## src/rtl/qint_iak_master_pkg.sv

```systemverilog
// Shared types and default timing for the QBUS interrupt-acknowledge master.
// Timing constants are in 20 MHz clk cycles.
package qint_iak_master_pkg;

  typedef enum logic [2:0] {
    IAK_IDLE,
    IAK_BUSREQ,
    IAK_DIN,
    IAK_IAK,
    IAK_DESK,
    IAK_REL,
    IAK_ABORT
  } iak_state_e;

  localparam int DIN_IAK_DLY_DEF = 4;
  localparam int DESKEW_DEF      = 3;
  localparam int TIMEOUT_DEF     = 200;

  // Highest requesting level strictly above the CPU priority, or 0 when none.
  // Level-7 devices also pull IRQ6; taking the highest line covers that.
  function automatic logic [2:0] highest_irq(input logic [4:7] irq,
                                             input logic [2:0] pri);
    logic [2:0] lvl;
    lvl = '0;
    for (int n = 4; n <= 7; n++) begin
      if (irq[n] && (n > int'(pri))) lvl = 3'(n);
    end
    return lvl;
  endfunction

endpackage

```

## src/rtl/qint_iak_master_if.sv

```systemverilog
// QBUS-side signals of the interrupt protocol: request lines, DIN/IAKO
// daisy-chain origin, reply and data lines.
interface qint_iak_master_if;
  logic [4:7] RIRQ;
  logic       RRPLY;
  logic [15:0] RDAL;
  logic       TDIN;
  logic       TIAKO;

  modport master (input RIRQ, input RRPLY, input RDAL, output TDIN, output TIAKO);
  modport slave  (output RIRQ, output RRPLY, output RDAL, input TDIN, input TIAKO);
endinterface

```

## src/rtl/qint_iak_master_qsync.sv

```systemverilog
// Generic 2-flop synchronizer for asynchronous QBUS inputs.
module qsync #(
  parameter int W = 1
) (
  input  logic         clk,
  input  logic         reset,
  input  logic [W-1:0] d,
  output logic [W-1:0] q
);
  logic [W-1:0] meta;

  // NOTE: sequential state is written with non-blocking assignments only, so
  // both stages sample the pre-edge value and the chain really is two flops.
  always_ff @(posedge clk) begin
    if (reset) begin
      meta <= '0;
      q    <= '0;
    end else begin
      meta <= d;
      q    <= meta;
    end
  end
endmodule

```

## src/rtl/qint_iak_master.sv

```systemverilog
// Processor-side QBUS interrupt master: priority decode against the PSW level
// and the bus-acquire / DIN / IAKO / vector-read acknowledge sequence.
module qint_iak_master
  import qint_iak_master_pkg::*;
#(
  parameter int DIN_IAK_DLY = DIN_IAK_DLY_DEF,
  parameter int DESKEW      = DESKEW_DEF,
  parameter int TIMEOUT     = TIMEOUT_DEF
) (
  input  logic              clk,
  input  logic              reset,
  input  logic              RINIT,
  qint_iak_master_if.master qbus,
  input  logic [2:0]        cpu_priority,
  output logic              irq_pending,
  output logic [2:0]        irq_level,
  input  logic              iak_start,
  output logic              bus_req,
  input  logic              bus_gnt,
  output logic              iak_busy,
  output logic [15:0]       vector,
  output logic [2:0]        vector_level,
  output logic              vector_valid,
  output logic              iak_timeout
);
  localparam int CNT_MAX = (TIMEOUT > DIN_IAK_DLY) ?
                           ((TIMEOUT > DESKEW) ? TIMEOUT : DESKEW) :
                           ((DIN_IAK_DLY > DESKEW) ? DIN_IAK_DLY : DESKEW);
  localparam int CNT_W = $clog2(CNT_MAX + 1);
  localparam logic [CNT_W-1:0] DLY_LAST  = CNT_W'(DIN_IAK_DLY - 1);
  localparam logic [CNT_W-1:0] DESK_LAST = CNT_W'(DESKEW - 1);
  localparam logic [CNT_W-1:0] TO_LAST   = CNT_W'(TIMEOUT - 1);

  logic             sync_clr;
  logic [4:7]       irq_s;
  logic             rply_s;
  iak_state_e       state, state_nxt;
  logic [CNT_W-1:0] dly_cnt, to_cnt;
  logic             cnt_clr, dly_inc, to_inc, capture, latch_vec, done_ok, done_to;

  // RINIT is a bus-wide abort with the same effect as reset on the FSM.
  assign sync_clr = reset | RINIT;

  qsync #(.W(4)) u_irq_sync  (.clk(clk), .reset(reset), .d(qbus.RIRQ),  .q(irq_s));
  qsync #(.W(1)) u_rply_sync (.clk(clk), .reset(reset), .d(qbus.RRPLY), .q(rply_s));

  always_ff @(posedge clk) begin
    if (sync_clr) irq_level <= '0;
    else          irq_level <= highest_irq(irq_s, cpu_priority);
  end
  assign irq_pending = (irq_level != 3'd0);

  always_ff @(posedge clk) begin
    if (sync_clr) state <= IAK_IDLE;
    else          state <= state_nxt;
  end

  // NOTE: every signal written here gets a default first, so no path through
  // the case statement can leave one unassigned and infer a latch.
  always_comb begin
    state_nxt = state;
    cnt_clr   = 1'b0;
    dly_inc   = 1'b0;
    to_inc    = 1'b0;
    capture   = 1'b0;
    latch_vec = 1'b0;
    done_ok   = 1'b0;
    done_to   = 1'b0;
    unique case (state)
      IAK_IDLE: if (iak_start && irq_pending) begin
        capture   = 1'b1;
        state_nxt = IAK_BUSREQ;
      end
      IAK_BUSREQ: if (bus_gnt && !rply_s) begin
        cnt_clr   = 1'b1;
        state_nxt = IAK_DIN;
      end
      IAK_DIN: begin
        to_inc = 1'b1;
        if (to_cnt == TO_LAST)         state_nxt = IAK_ABORT;
        else if (dly_cnt == DLY_LAST)  state_nxt = IAK_IAK;
        else                           dly_inc   = 1'b1;
      end
      IAK_IAK: begin
        to_inc = 1'b1;
        if (rply_s) begin
          cnt_clr   = 1'b1;
          state_nxt = IAK_DESK;
        end else if (to_cnt == TO_LAST) begin
          state_nxt = IAK_ABORT;
        end
      end
      // Let RDAL settle behind the synchronized reply before sampling it.
      IAK_DESK: begin
        if (dly_cnt == DESK_LAST) begin
          latch_vec = 1'b1;
          state_nxt = IAK_REL;
        end else begin
          dly_inc = 1'b1;
        end
      end
      IAK_REL: if (!rply_s) begin
        done_ok   = 1'b1;
        state_nxt = IAK_IDLE;
      end
      IAK_ABORT: if (!rply_s) begin
        done_to   = 1'b1;
        state_nxt = IAK_IDLE;
      end
      default: state_nxt = IAK_IDLE;
    endcase
  end

  always_ff @(posedge clk) begin
    if (sync_clr) begin
      dly_cnt      <= '0;
      to_cnt       <= '0;
      vector       <= '0;
      vector_level <= '0;
      vector_valid <= 1'b0;
      iak_timeout  <= 1'b0;
    end else begin
      vector_valid <= done_ok;
      iak_timeout  <= done_to;
      if (cnt_clr) begin
        dly_cnt <= '0;
        to_cnt  <= '0;
      end else begin
        if (dly_inc) dly_cnt <= dly_cnt + CNT_W'(1);
        if (to_inc)  to_cnt  <= to_cnt + CNT_W'(1);
      end
      if (capture)   vector_level <= irq_level;
      if (latch_vec) vector       <= qbus.RDAL & 16'hFFFC;
    end
  end

  // DIN stays asserted through deskew so the device keeps driving RDAL.
  assign qbus.TDIN  = (state == IAK_DIN) || (state == IAK_IAK) || (state == IAK_DESK);
  assign qbus.TIAKO = (state == IAK_IAK) || (state == IAK_DESK);
  assign bus_req    = (state != IAK_IDLE);
  assign iak_busy   = (state != IAK_IDLE);

endmodule

```

## src/flat_wrapper.sv

```systemverilog
// flat-port wrapper written by rule: the top's interface ports become plain ports
module qint_iak_master_flat import qint_iak_master_pkg::*;
#(
  parameter int DIN_IAK_DLY = DIN_IAK_DLY_DEF,
  parameter int DESKEW      = DESKEW_DEF,
  parameter int TIMEOUT     = TIMEOUT_DEF
)
  (clk, reset, RINIT, cpu_priority, irq_pending, irq_level, iak_start, bus_req, bus_gnt, iak_busy, vector, vector_level, vector_valid, iak_timeout, qbus_RIRQ, qbus_RRPLY, qbus_RDAL, qbus_TDIN, qbus_TIAKO);
  qint_iak_master_if qbus_i ();
  input  logic clk;
  input  logic reset;
  input  logic RINIT;
  input  logic [2:0] cpu_priority;
  output logic irq_pending;
  output logic [2:0] irq_level;
  input  logic iak_start;
  output logic bus_req;
  input  logic bus_gnt;
  output logic iak_busy;
  output logic [15:0] vector;
  output logic [2:0] vector_level;
  output logic vector_valid;
  output logic iak_timeout;
  input wire logic [$bits(qbus_i.RIRQ)-1:0] qbus_RIRQ;
  input wire logic [$bits(qbus_i.RRPLY)-1:0] qbus_RRPLY;
  input wire logic [$bits(qbus_i.RDAL)-1:0] qbus_RDAL;
  output wire logic [$bits(qbus_i.TDIN)-1:0] qbus_TDIN;
  output wire logic [$bits(qbus_i.TIAKO)-1:0] qbus_TIAKO;
  assign qbus_i.RIRQ = qbus_RIRQ;
  assign qbus_i.RRPLY = qbus_RRPLY;
  assign qbus_i.RDAL = qbus_RDAL;
  assign qbus_TDIN = qbus_i.TDIN;
  assign qbus_TIAKO = qbus_i.TIAKO;
  qint_iak_master #(.DIN_IAK_DLY(DIN_IAK_DLY), .DESKEW(DESKEW), .TIMEOUT(TIMEOUT)) u_core (.clk(clk), .reset(reset), .RINIT(RINIT), .qbus(qbus_i), .cpu_priority(cpu_priority), .irq_pending(irq_pending), .irq_level(irq_level), .iak_start(iak_start), .bus_req(bus_req), .bus_gnt(bus_gnt), .iak_busy(iak_busy), .vector(vector), .vector_level(vector_level), .vector_valid(vector_valid), .iak_timeout(iak_timeout));
endmodule
```

## config.mk

```make
export PLATFORM = sky130hd
export DESIGN_NAME = qint_iak_master_flat
export DESIGN_NICKNAME = d
export VERILOG_FILES = /design/src/rtl/qint_iak_master_pkg.sv /design/src/rtl/qint_iak_master_if.sv /design/src/rtl/qint_iak_master_qsync.sv /design/src/rtl/qint_iak_master.sv /design/src/flat_wrapper.sv
export SDC_FILE = /design/constraint.sdc
export NUM_CORES = 1
export LEC_CHECK = 0
export ABC_AREA = 1
export BUFFER_PORTS_ARGS = -buffer_cell sky130_fd_sc_hd__buf_2
export CAP_MARGIN = 20
export CORE_MARGIN = 2
export CORE_UTILIZATION = 52
export CTS_CLUSTER_SIZE = 40
export DETAILED_ROUTE_END_ITERATION = 16
export MAX_ROUTING_LAYER = met4
export PLACE_DENSITY_LB_ADDON = 0.3
export SYNTH_ARGS = -nofsm -noshare
export SYNTH_HDL_FRONTEND = slang
export SYNTH_SLANG_ARGS = --single-unit
```

## constraint.sdc

```tcl
create_clock -name clk -period 2 [get_ports clk]
set_clock_uncertainty 0.15 [all_clocks]
set_input_delay 0.6 -clock clk [delete_from_list [all_inputs] [get_ports clk]]
set_output_delay 0.6 -clock clk [all_outputs]
set_load 0.005 [all_outputs]
```

After elaboration in Yosys (flattened, before gate mapping)
Cells that the tools add are included.
{"block": "classes", "n_reduce_logical": 19, "n_eq_ne": 15, "add_sub_neg": 2, "magnitude_cmp": 4, "bitwise_logic": 3, "muxes": 26}
{"cell": "$mux W3", "n": 12}
{"cell": "$pmux W3 S6", "n": 1}
{"cell": "$add A8 B1 Y8 const B", "n": 2}
{"cell": "$eq A8 B2 Y1 const B", "n": 2}
{"cell": "$gt A3 B3 Y1 const A", "n": 4}
{"cell": "$mux W1", "n": 11}
{"cell": "$reduce_or A2 Y1", "n": 5}
{"cell": "$eq A3 B3 Y1 const B", "n": 3}
{"cell": "$eq A8 B8 Y1 const B", "n": 1}
{"cell": "$eq A3 B2 Y1 const B", "n": 2}
{"cell": "$logic_and A1 B1 Y1", "n": 6}
{"cell": "$ne A2 B1 Y1 const B", "n": 3}
{"cell": "$reduce_and A6 Y1", "n": 1}
{"cell": "$reduce_bool A3 Y1", "n": 2}
{"cell": "$pmux W1 S2", "n": 2}
{"cell": "$eq A3 B1 Y1 const B", "n": 1}
{"cell": "$logic_not A3 Y1", "n": 1}
{"cell": "$logic_or A1 B1 Y1", "n": 3}
{"cell": "$ne A3 B1 Y1 const B", "n": 1}
{"cell": "$ne A3 B2 Y1 const B", "n": 1}
{"cell": "$ne A2 B2 Y1 const B", "n": 1}
{"cell": "$not A1 Y1", "n": 2}
{"cell": "$logic_not A1 Y1", "n": 1}
{"cell": "$or A1 B1 Y1", "n": 1}
{"block": "word_totals", "elab_cells": 81, "in_bits": 29, "out_inout_bits": 29, "reg_bits": 51}

Depth between registers and ports, before layout
Gate-level depths: netlist of the first run.
{"block": "depth", "word_depth": 6, "ltp_mapped": 11}

Modules after synthesis
From an unflattened synthesis of the first run, not the netlist that was laid out.
{"block": "unflattened", "hier_cells": 305, "hier_area_um2": 2202.1}
{"mod": "qint_iak_master", "cells_per_inst": 274, "instances": 1, "area_per_inst_um2": 1915.6, "seq_area_each_um2": 820.8}
{"mod": "qsync (u_core.u_irq_sync)", "cells_per_inst": 25, "instances": 1, "area_per_inst_um2": 231.5, "seq_area_each_um2": 160.2}
{"mod": "qsync (u_core.u_rply_sync)", "cells_per_inst": 6, "instances": 1, "area_per_inst_um2": 55.1, "seq_area_each_um2": 40.0}

Worst setup path after synthesis of the first run
Ideal clock, no wire load.
{"block": "synth_timing", "path_type": "flip-flop to output port", "startpoint": "reg u_core.state[0]", "endpoint": "out iak_busy", "required_time_ps": 1250, "arrival_ps": 848, "setup_slack_ps": 402, "stages_incl_launch_ff": 6, "path_cell_list": "dfxtp_1 > inv_2 > nand2_1 > nor2_1 > inv_1 > buf_4"}
{"block": "synth_via", "elab_chain_cells": 1}
{"item": "from (decl)", "line": "qint_iak_master.sv:37", "source": "iak_state_e state, state_nxt;"}
{"item": "from (signal assigned)", "line": "qint_iak_master.sv:55", "source": "else state <= state_nxt;"}
{"item": "$reduce_bool A3 Y1"}
{"item": "to (decl)", "line": "flat_wrapper.sv:19", "source": "output logic iak_busy;"}
Every way passes these cells.

Worst setup path in the final report of the first run
{"block": "layout_timing", "startpoint": "reg u_core.state[1]", "endpoint": "out qbus_TIAKO"}
{"block": "layout_via", "elab_chain_cells": 2, "elab_cells_between_ends": 3}
{"item": "$eq A3 B2 Y1 or $eq A3 B3 Y1 (tied branches)", "line": "qint_iak_master.sv:139", "source": "assign qbus.TIAKO = (state == IAK_IAK) || (state == IAK_DESK);"}
{"item": "$logic_or A1 B1 Y1 *", "line": "qint_iak_master.sv:139"}
{"item": "to (decl)", "line": "flat_wrapper.sv:28", "source": "output wire logic [$bits(qbus_i.TIAKO)-1:0] qbus_TIAKO;"}
Mark *: on every way between the ends. The rest lies on a longest branch, timed or not.

==> flow_summary.json, run 1 <==
{
  "routed_wl_mm": 4.34,
  "initial_utilization_pct": 54.9,
  "crit_family": "flip-flops",
  "hold_path.class": "flop to flop",
  "antenna_found_initial": 0,
  "die_w_microns": 69.7,
  "ant_nets": 0,
  "yosysSeqAreaShare_pct": 45.5,
  "portBuffers": 53,
  "core_sq_um": 4090,
  "die-height_microns": 69.7,
  "num_vias": 2015,
  "period_needed_ns": 1.91,
  "fin_util_pct": 67.1,
  "grt_first_pass_wirelength_mm": 7.59,
  "holdWs_ns": 0.255,
  "place.gp.congestion": 0.904,
  "syn_to_final_growth_pct": 22.1,
  "async_reset_ff_share_pct": 0,
  "peakVddDrop_mv": 0.464,
  "fin_tns_setup_ns": 0,
  "synth_area_sq_um": 2240,
  "cp_cell_sequence": "inv_4, nand2_4, nor2_4, inv_1, o21ai_2, buf_2",
  "start_kind": "flop",
  "grt-ovfl-total": 0,
  "synth_cell_types": 33,
  "drive_above_1_share_pct": 25.7,
  "clk_latency_ns": 0.30,
  "status": "finished clean",
  "path_buf_inv": 3,
  "nFillCells": 360,
  "clk_pin_slew_ns": 0.09,
  "grt_max_degree": 20,
  "synth_area_per_cell_sq_um": 7.22,
  "viasPerCell": 4.75,
  "wl_per_cell_microns": 10.2,
  "hold_viol": 0,
  "layout.nets": 405,
  "netlist_instances": 311,
  "cts_buffer_depth": 2,
  "synth-seq-cells": 51,
  "drc": 0,
  "power.leakage_nw": 1.28,
  "cts_root_buf": "clkbuf_8",
  "synth_ff_type": "dfxtp_1",
  "dr.pass1.iters": 4,
  "num_io_pins": 58,
  "fin_crit_sh_pct": 95.5,
  "critical_path_arrival_ns": 1.16,
  "worst-path-max-fanout": 3,
  "grt_util_all_layers_pct": 19.3,
  "max_freq_mhz": 524,
  "total_power_mw": 2.18,
  "n_antenna_cell": 0,
  "cp.required_ns": 1.25,
  "layout_common_cells": "nor2_1, buf_2, nand2_1, dfxtp_1, inv_1",
  "cap_violations": 0,
  "drt-initial-drc-count": 84,
  "dp_hpwl_mm": 3.09,
  "grt_pass1_vias": 1875,
  "rsz0062_at_grt": "no",
  "setup_viol": 0,
  "htree_levels": 2,
  "dieArea_sq_um": 4860,
  "slowest_delay_ns": 0.35,
  "cp-end-kind": "output pin",
  "seq_area_sq_um": 1030,
  "critPathKind": "flop to output pin",
  "pwr_density_cell_nw_per_um2": 795,
  "rows": 23,
  "cts_tree": "done",
  "ys_warn_count": 0,
  "cpMaxStageDelayCell": "dfxtp_2",
  "cts_sinks": 51,
  "cts_buffers": 5,
  "synth-edff-count": 0,
  "maxSlewViolCount": 0,
  "multi_input_area_sq_um": 1000,
  "layout_commonest_cell": "nor2_1"
}
==> layout make-up <==
| cell class | count | area share [%] |
|---|---|---|
| Clock buffer | 6 | 3.01 |
| Clock inverter | 2 | 1.42 |
| Inverter | 45 | 6.35 |
| Timing Repair Buffer | 64 | 12.7 |
| Tap cell | 50 | 2.28 |
| Sequential cell | 51 | 37.6 |
| Multi-Input combinational cell | 206 | 36.7 |
==> synth_stat cells, types with 3 or more instances <==
library cell	number	area, sq um
nor3_1	7	35.0
xor2_1	5	43.8
o21a_1	3	22.5
nand3_1	15	75.1
o21ai_0	20	100
buf_4	3	22.5
nor2_1	67	251
nand2_1	53	199
a21oi_1	14	70.1
inv_2	6	22.5
ha_1	3	37.5
inv_1	39	146
nand2_2	3	18.8
dfxtp_1	51	1020
==> layer usage <==
metal	share of wire [%]	up-vias	track usage [%]
met4	1.8	0	5.77
met2	47	53	33.8
li1	-	1077	-
met5	0	-	-
met3	5.5	9	5.09
met1	45	876	21.7
==> worst reg2reg max path, stage by stage (launching register included) <==
cell and delay, ns:
dfxtp_1 0.39, ha_1 0.23, inv_1 0.05, nor3_1 0.17
nand2_1 0.10, nand3_2 0.07, nand2_2 0.11, inv_2 0.14
nand2_2 0.10, nand2_1 0.09, nand2_1 0.05, nor2_1 0.08
==> final timing paths <==
kind | start | to | slack [ns] | depth (start not counted)
setup reg to reg | u_core.dly_cnt[0]$_SDFFE_PP0P_ | u_core.state[2]$_SDFFE_PP0P_ | 0.21 | 11
hold / removal | u_core.u_irq_sync.meta[0]$_SDFF_PP0_ | u_core.u_irq_sync.q[0]$_SDFF_PP0_ | 0.25 | 2
hold reg to reg | u_core.u_irq_sync.meta[0]$_SDFF_PP0_ | u_core.u_irq_sync.q[0]$_SDFF_PP0_ | 0.25 | 2
setup / recovery | u_core.state[1]$_SDFFE_PP0P_ | qbus_TIAKO | 0.09 | 6
==> state kept, by name, summed over array words and instances (netlist names) <==
| signal | count |
|---|---|
| u_core.vector_valid | 1 |
| u_core.vector | 14 |
| u_core.u_irq_sync.q | 4 |
| u_core.u_rply_sync.meta | 1 |
| u_core.state | 3 |
| u_core.iak_timeout | 1 |
| u_core.to_cnt | 8 |
| u_core.u_irq_sync.meta | 4 |
| u_core.irq_level | 3 |
| u_core.u_rply_sync.q | 1 |
| u_core.dly_cnt | 8 |
| u_core.vector_level | 3 |
==> kinds of logic after synthesis <==
group / share of synthesized area, %
other cells: 0.167
xor+xnor: 2.34
compound gates: 9.87
fa+ha+maj: 1.67
buf+inv: 10.9
flops: 45.5
simple gates: 29.6
==> metrics by stage <==
step | std cells | setup WS, ns | area (sq um)
finish | 424 | 0.0910 | 2740
floorplan | 312 | 0.402 | 2250
detailed placement | 410 | 0.173 | 2540
global route | 424 | 0.00127 | 2740
CTS | 422 | 0.0289 | 2700
global placement | 410 | 0.193 | 2540
==> where the power goes <==
| group | leakage (nW) | switching, mW | internal (mW) |
|---|---|---|---|
| Clock | 0.0618 | 0.336 | 0.411 |
| Sequential | 0.415 | 0.0253 | 1.04 |
| Combinational | 0.799 | 0.214 | 0.148 |
==> what timing repair did <==
| action | 4_1_cts | 5_1_grt |
|---|---|---|
| hold buffers | 0 | 0 |
| pin swaps | 1 | 2 |
| endpoints found under the setup margin | 4 | 4 |
| gates resized for setup | 6 | 8 |
| setup buffers | 4 | 2 |
Note: power is estimated with default switching activity, not from simulation.
==> inputs of run 2 (changes only) <==
- CORE_MARGIN: 2 -> 4
- MAX_ROUTING_LAYER: met4 -> not set
==> flow_summary.json, run 2 (synthesized netlist as in run 1, its figures left out) <==
{
  "status": "finished clean",
  "drt-initial-drc-count": 116,
  "layout_common_cells": "nor2_1, buf_2, nand2_1, dfxtp_1, inv_1",
  "largest_register_ff_count": 14,
  "grt_first_pass_wirelength_mm": 7.09,
  "drc": 0,
  "largest-register": "u_core.vector",
  "num_vias": 2007,
  "start_kind": "flop",
  "clk_latency_ns": 0.30,
  "grt_pass1_vias": 1755,
  "layout.nets": 407,
  "wl_per_cell_microns": 10.3,
  "cts_root_buf": "clkbuf_8",
  "viasPerCell": 4.71,
  "maxSlewViolCount": 0,
  "hold_buffers": 0,
  "cp-startpoint": "u_core.state[1]$_SDFFE_PP0P_",
  "cts_sinks": 51,
  "dr.pass1.iters": 4,
  "cp.required_ns": 1.25,
  "layout_commonest_cell": "nor2_1",
  "hold_path.class": "flop to flop",
  "dieArea_sq_um": 5430,
  "design_area_sq_um": 2740,
  "syn_to_final_growth_pct": 22.2,
  "critPathKind": "flop to output pin",
  "portBuffers": 53,
  "n_antenna_cell": 0,
  "grt_max_degree": 20,
  "drive_above_1_share_pct": 26.1,
  "hold_start": "u_core.u_irq_sync.meta[3]$_SDFF_PP0_",
  "core_sq_um": 4090,
  "rows": 23,
  "initial_utilization_pct": 54.9,
  "max_freq_mhz": 505,
  "cts_buffer_depth": 2,
  "worst-path-max-fanout": 4,
  "routed_wl_mm": 4.41,
  "multi_input_area_sq_um": 995,
  "cap_violations": 0,
  "seq_area_sq_um": 1030,
  "period_needed_ns": 1.98,
  "cp-end-kind": "output pin",
  "fin_crit_sh_pct": 99.1,
  "reg2reg_slack_ns": 0.31,
  "power.leakage_nw": 1.29,
  "place.gp.congestion": 0.775,
  "grt-ovfl-total": 0,
  "hold_viol": 0,
  "antenna_found_initial": 0,
  "critical_path_arrival_ns": 1.23,
  "setup_ws_ns": 0.0180,
  "grt_util_all_layers_pct": 16.2,
  "cts_buffers": 5,
  "ant_nets": 0,
  "fin_util_pct": 67.1,
  "dpl_worst_slack_ns": 0.175,
  "top_regs": "u_core.vector x14, u_core.dly_cnt x8, u_core.to_cnt x8",
  "num_io_pins": 58,
  "setup_viol": 0,
  "nFillCells": 337,
  "holdWs_ns": 0.255,
  "cts_tree": "done",
  "peakVddDrop_mv": 0.468,
  "dp_hpwl_mm": 3.06,
  "die-height_microns": 73.7,
  "die_w_microns": 73.7,
  "clk_pin_slew_ns": 0.09,
  "htree_levels": 2,
  "r2r_start": "u_core.state[1]$_SDFFE_PP0P_",
  "pwr_density_cell_nw_per_um2": 793,
  "dpl_cell_area_sq_um": 2550
}
[run 2: final timing paths]
check,endpoint,cells after the start
min,u_core.u_irq_sync.q[3]$_SDFF_PP0_,2
max reg2reg,u_core.vector[6]$_SDFFE_PP0P_,9
max,qbus_TIAKO,6
min reg2reg,u_core.u_irq_sync.q[3]$_SDFF_PP0_,2
[run 2: power by group]
part           switching [mW]  leakage, nW  internal (mW)
clock                   0.334       0.0618          0.412
sequential             0.0258        0.415           1.04
combinational           0.210        0.809          0.150
[run 2: layer usage]
metal	part of all wire [%]	GRT usage (%)	vias up	wire length (microns)
met4	1.2	4.83	0	54
met2	48	27.2	52	2100
li1	-	-	1085	-
met5	0	0	-	0
met3	6.1	2.87	7	271
met1	45	21.2	863	1990
[run 2: final cells by class]
class                           count  share of cell area [%]
Multi-Input combinational cell    206                    36.3
Sequential cell                    51                    37.5
Clock buffer                        6                    3.01
Tap cell                           50                    2.28
Clock inverter                      2                    1.41
Inverter                           45                    6.25
Timing Repair Buffer               66                    13.2
[run 2: per-stage QoR]
step           setup TNS, ns  power, mW  std cells
2_1_floorplan              0       1.32        312
3_3_place_gp               0       1.40        411
3_5_place_dp               0       1.40        411
4_1_cts                    0       2.15        421
5_1_grt              -0.0735       2.28        426
6_report                   0       2.18        426
[run 2: what timing repair did]
| action | in CTS | in global routing |
|---|---|---|
| pin swaps | 2 | 2 |
| setup buffers | 2 | 6 |
| setup endpoints to repair | 4 | 4 |
| gates cloned | 0 | 0 |
| resized for setup | 4 | 7 |
[run 2: critical path, stage by stage, from the launching register on]
cell,delay [ns]
dfxtp_2,0.35
inv_4,0.08
nand2_2,0.08
nor2_2,0.12
inv_1,0.08
o21ai_2,0.08
buf_2,0.14
==> inputs of run 3 (changes only) <==
- CORE_ASPECT_RATIO: not set -> 1.25
- CORE_MARGIN: 4 -> not set
- PLACE_DENSITY: not set -> 0.89
- PLACE_DENSITY_LB_ADDON: 0.3 -> not set
==> flow_summary.json, run 3 (synthesized netlist as in run 1, its figures left out) <==
{
  "hold_viol": 0,
  "layout.nets": 401,
  "wl_per_cell_microns": 10.2,
  "clk_pin_slew_ns": 0.08,
  "swShare_pct": 26.4,
  "cpMaxStageDelayCell": "dfxtp_2",
  "holdPathEnd": "u_core.u_irq_sync.q[2]$_SDFF_PP0_",
  "maxSlewViolCount": 0,
  "cp-end-kind": "output pin",
  "ant_nets": 0,
  "grt_util_all_layers_pct": 19.2,
  "largest_register_ff_count": 14,
  "hold_buffers": 0,
  "dr.pass1.iters": 4,
  "critPathKind": "flop to output pin",
  "cts_buffer_depth": 2,
  "cts_tree": "done",
  "power.leakage_nw": 1.25,
  "rows": 26,
  "path_depth": 6,
  "hold_start": "u_core.u_irq_sync.meta[2]$_SDFF_PP0_",
  "min_path_cells": 2,
  "slowest_delay_ns": 0.35,
  "num_vias": 2055,
  "hold_path.class": "flop to flop",
  "worst-path-max-fanout": 5,
  "initial_utilization_pct": 54.8,
  "cp-startpoint": "u_core.state[1]$_SDFFE_PP0P_",
  "dieArea_sq_um": 4590,
  "holdWs_ns": 0.254,
  "cp_cell_sequence": "inv_4, nand2_4, nor2_4, inv_2, o21ai_2, buf_2",
  "seqPwrFrac_pct": 50.9,
  "path_buf_inv": 3,
  "die_w_microns": 60.8,
  "cts_sinks": 51,
  "r2r_end": "u_core.state[1]$_SDFFE_PP0P_",
  "drt-initial-drc-count": 131,
  "drive_above_1_share_pct": 24.9,
  "antenna_found_initial": 0,
  "routed_wl_mm": 4.35,
  "cap_violations": 0,
  "place.gp.congestion": 0.878,
  "portBuffers": 53,
  "status": "finished clean",
  "grt-ovfl-total": 0,
  "die-height_microns": 75.5,
  "period_needed_ns": 1.94,
  "syn_to_final_growth_pct": 20.3,
  "top_regs": "u_core.vector x14, u_core.dly_cnt x8, u_core.to_cnt x8",
  "critical_path_arrival_ns": 1.19,
  "place_inst": 414,
  "largest-register": "u_core.vector",
  "setup_viol": 0,
  "core_sq_um": 4100,
  "reg2reg_slack_ns": 0.11,
  "num_io_pins": 58,
  "crit_family": "flip-flops",
  "grt_pass1_vias": 1745,
  "htree_levels": 2,
  "pwr_density_cell_nw_per_um2": 778,
  "start_kind": "flop",
  "n_antenna_cell": 0,
  "reg2reg_depth": 10,
  "cp.required_ns": 1.25,
  "grt_max_degree": 20,
  "dp_hpwl_mm": 3.08,
  "viasPerCell": 4.84,
  "fin_tns_setup_ns": 0,
  "max_freq_mhz": 514,
  "final_cell_count_no_fill": 425,
  "peakVddDrop_mv": 0.576,
  "fin_crit_sh_pct": 97.2,
  "layout_common_cells": "nor2_1, buf_2, nand2_1, dfxtp_1, inv_1",
  "drc": 0,
  "cts_buffers": 5,
  "switching_power_mw": 0.555,
  "p_comb_share_pct": 16.8,
  "clk_latency_ns": 0.30,
  "r2r_start": "u_core.dly_cnt[0]$_SDFFE_PP0P_",
  "grt_first_pass_wirelength_mm": 6.76,
  "cts_root_buf": "clkbuf_8",
  "layout_commonest_cell": "nor2_1",
  "cell_internal_pwr_mw": 1.55,
  "p_clk_share_pct": 32.3
}
-- run 3: worst max-delay path by stage --
stage | to | slack [ns]
floorplan | iak_busy | 0.40
global placement | qbus_TIAKO | 0.17
detailed placement | qbus_TIAKO | 0.15
CTS | iak_busy | 0.006
global route | u_core.state[1]$_SDFFE_PP0P_ | -0.02
finish | qbus_TIAKO | 0.06
-- run 3: power groups by stage --
stage	registers [mW]	logic [mW]	clock network [mW]
floorplan	1.09	0.230	0
global placement	1.09	0.300	0
detailed placement	1.09	0.305	0
CTS	1.07	0.318	0.694
global route	1.07	0.400	0.739
finish	1.07	0.352	0.679
-- run 3: timing repair --
action	4_1_cts	5_1_grt
endpoints found under the hold margin	0	0
pin swaps	1	1
setup endpoints to repair	4	4
gates resized for setup	5	9
buffers inserted	1	3
-- run 3: final cells by class --
| cell class | count | area, sq um |
|---|---|---|
| fill | 351 | 1400 |
| sequential | 51 | 1030 |
| multi-input combinational | 206 | 1000 |
| timing repair buffer | 60 | 318 |
| inverter | 45 | 174 |
| tap | 56 | 70.1 |
| clock buffer | 5 | 68.8 |
| clock inverter | 2 | 37.5 |
-- run 3: worst reg2reg max path, delay by kind of cell (launching register included) --
| kind | cells | cell delay, ns |
|---|---|---|
| flops | 1 | 0.39 |
| buf+inv | 2 | 0.25 |
| fa+ha+maj | 1 | 0.25 |
| simple gates | 7 | 0.75 |
-- run 3: metal layers --
layer,global-route usage [%],routed length (microns),up-vias
met5,0,0,-
met4,6.06,76,0
met3,4.92,223,11
met2,35.9,2250,65
met1,21.0,1800,907
li1,-,-,1072
-- run 3: per-stage QoR --
stage	instance area, sq um	util (%)	total power, mW	worst slack, ns
floorplan	2250	-	1.32	0.402
global placement	2530	61.8	1.39	0.175
detailed placement	2530	61.8	1.39	0.147
CTS	2660	64.8	2.08	0.00629
global route	2700	65.9	2.21	-0.0155
finish	2700	65.9	2.10	0.0550
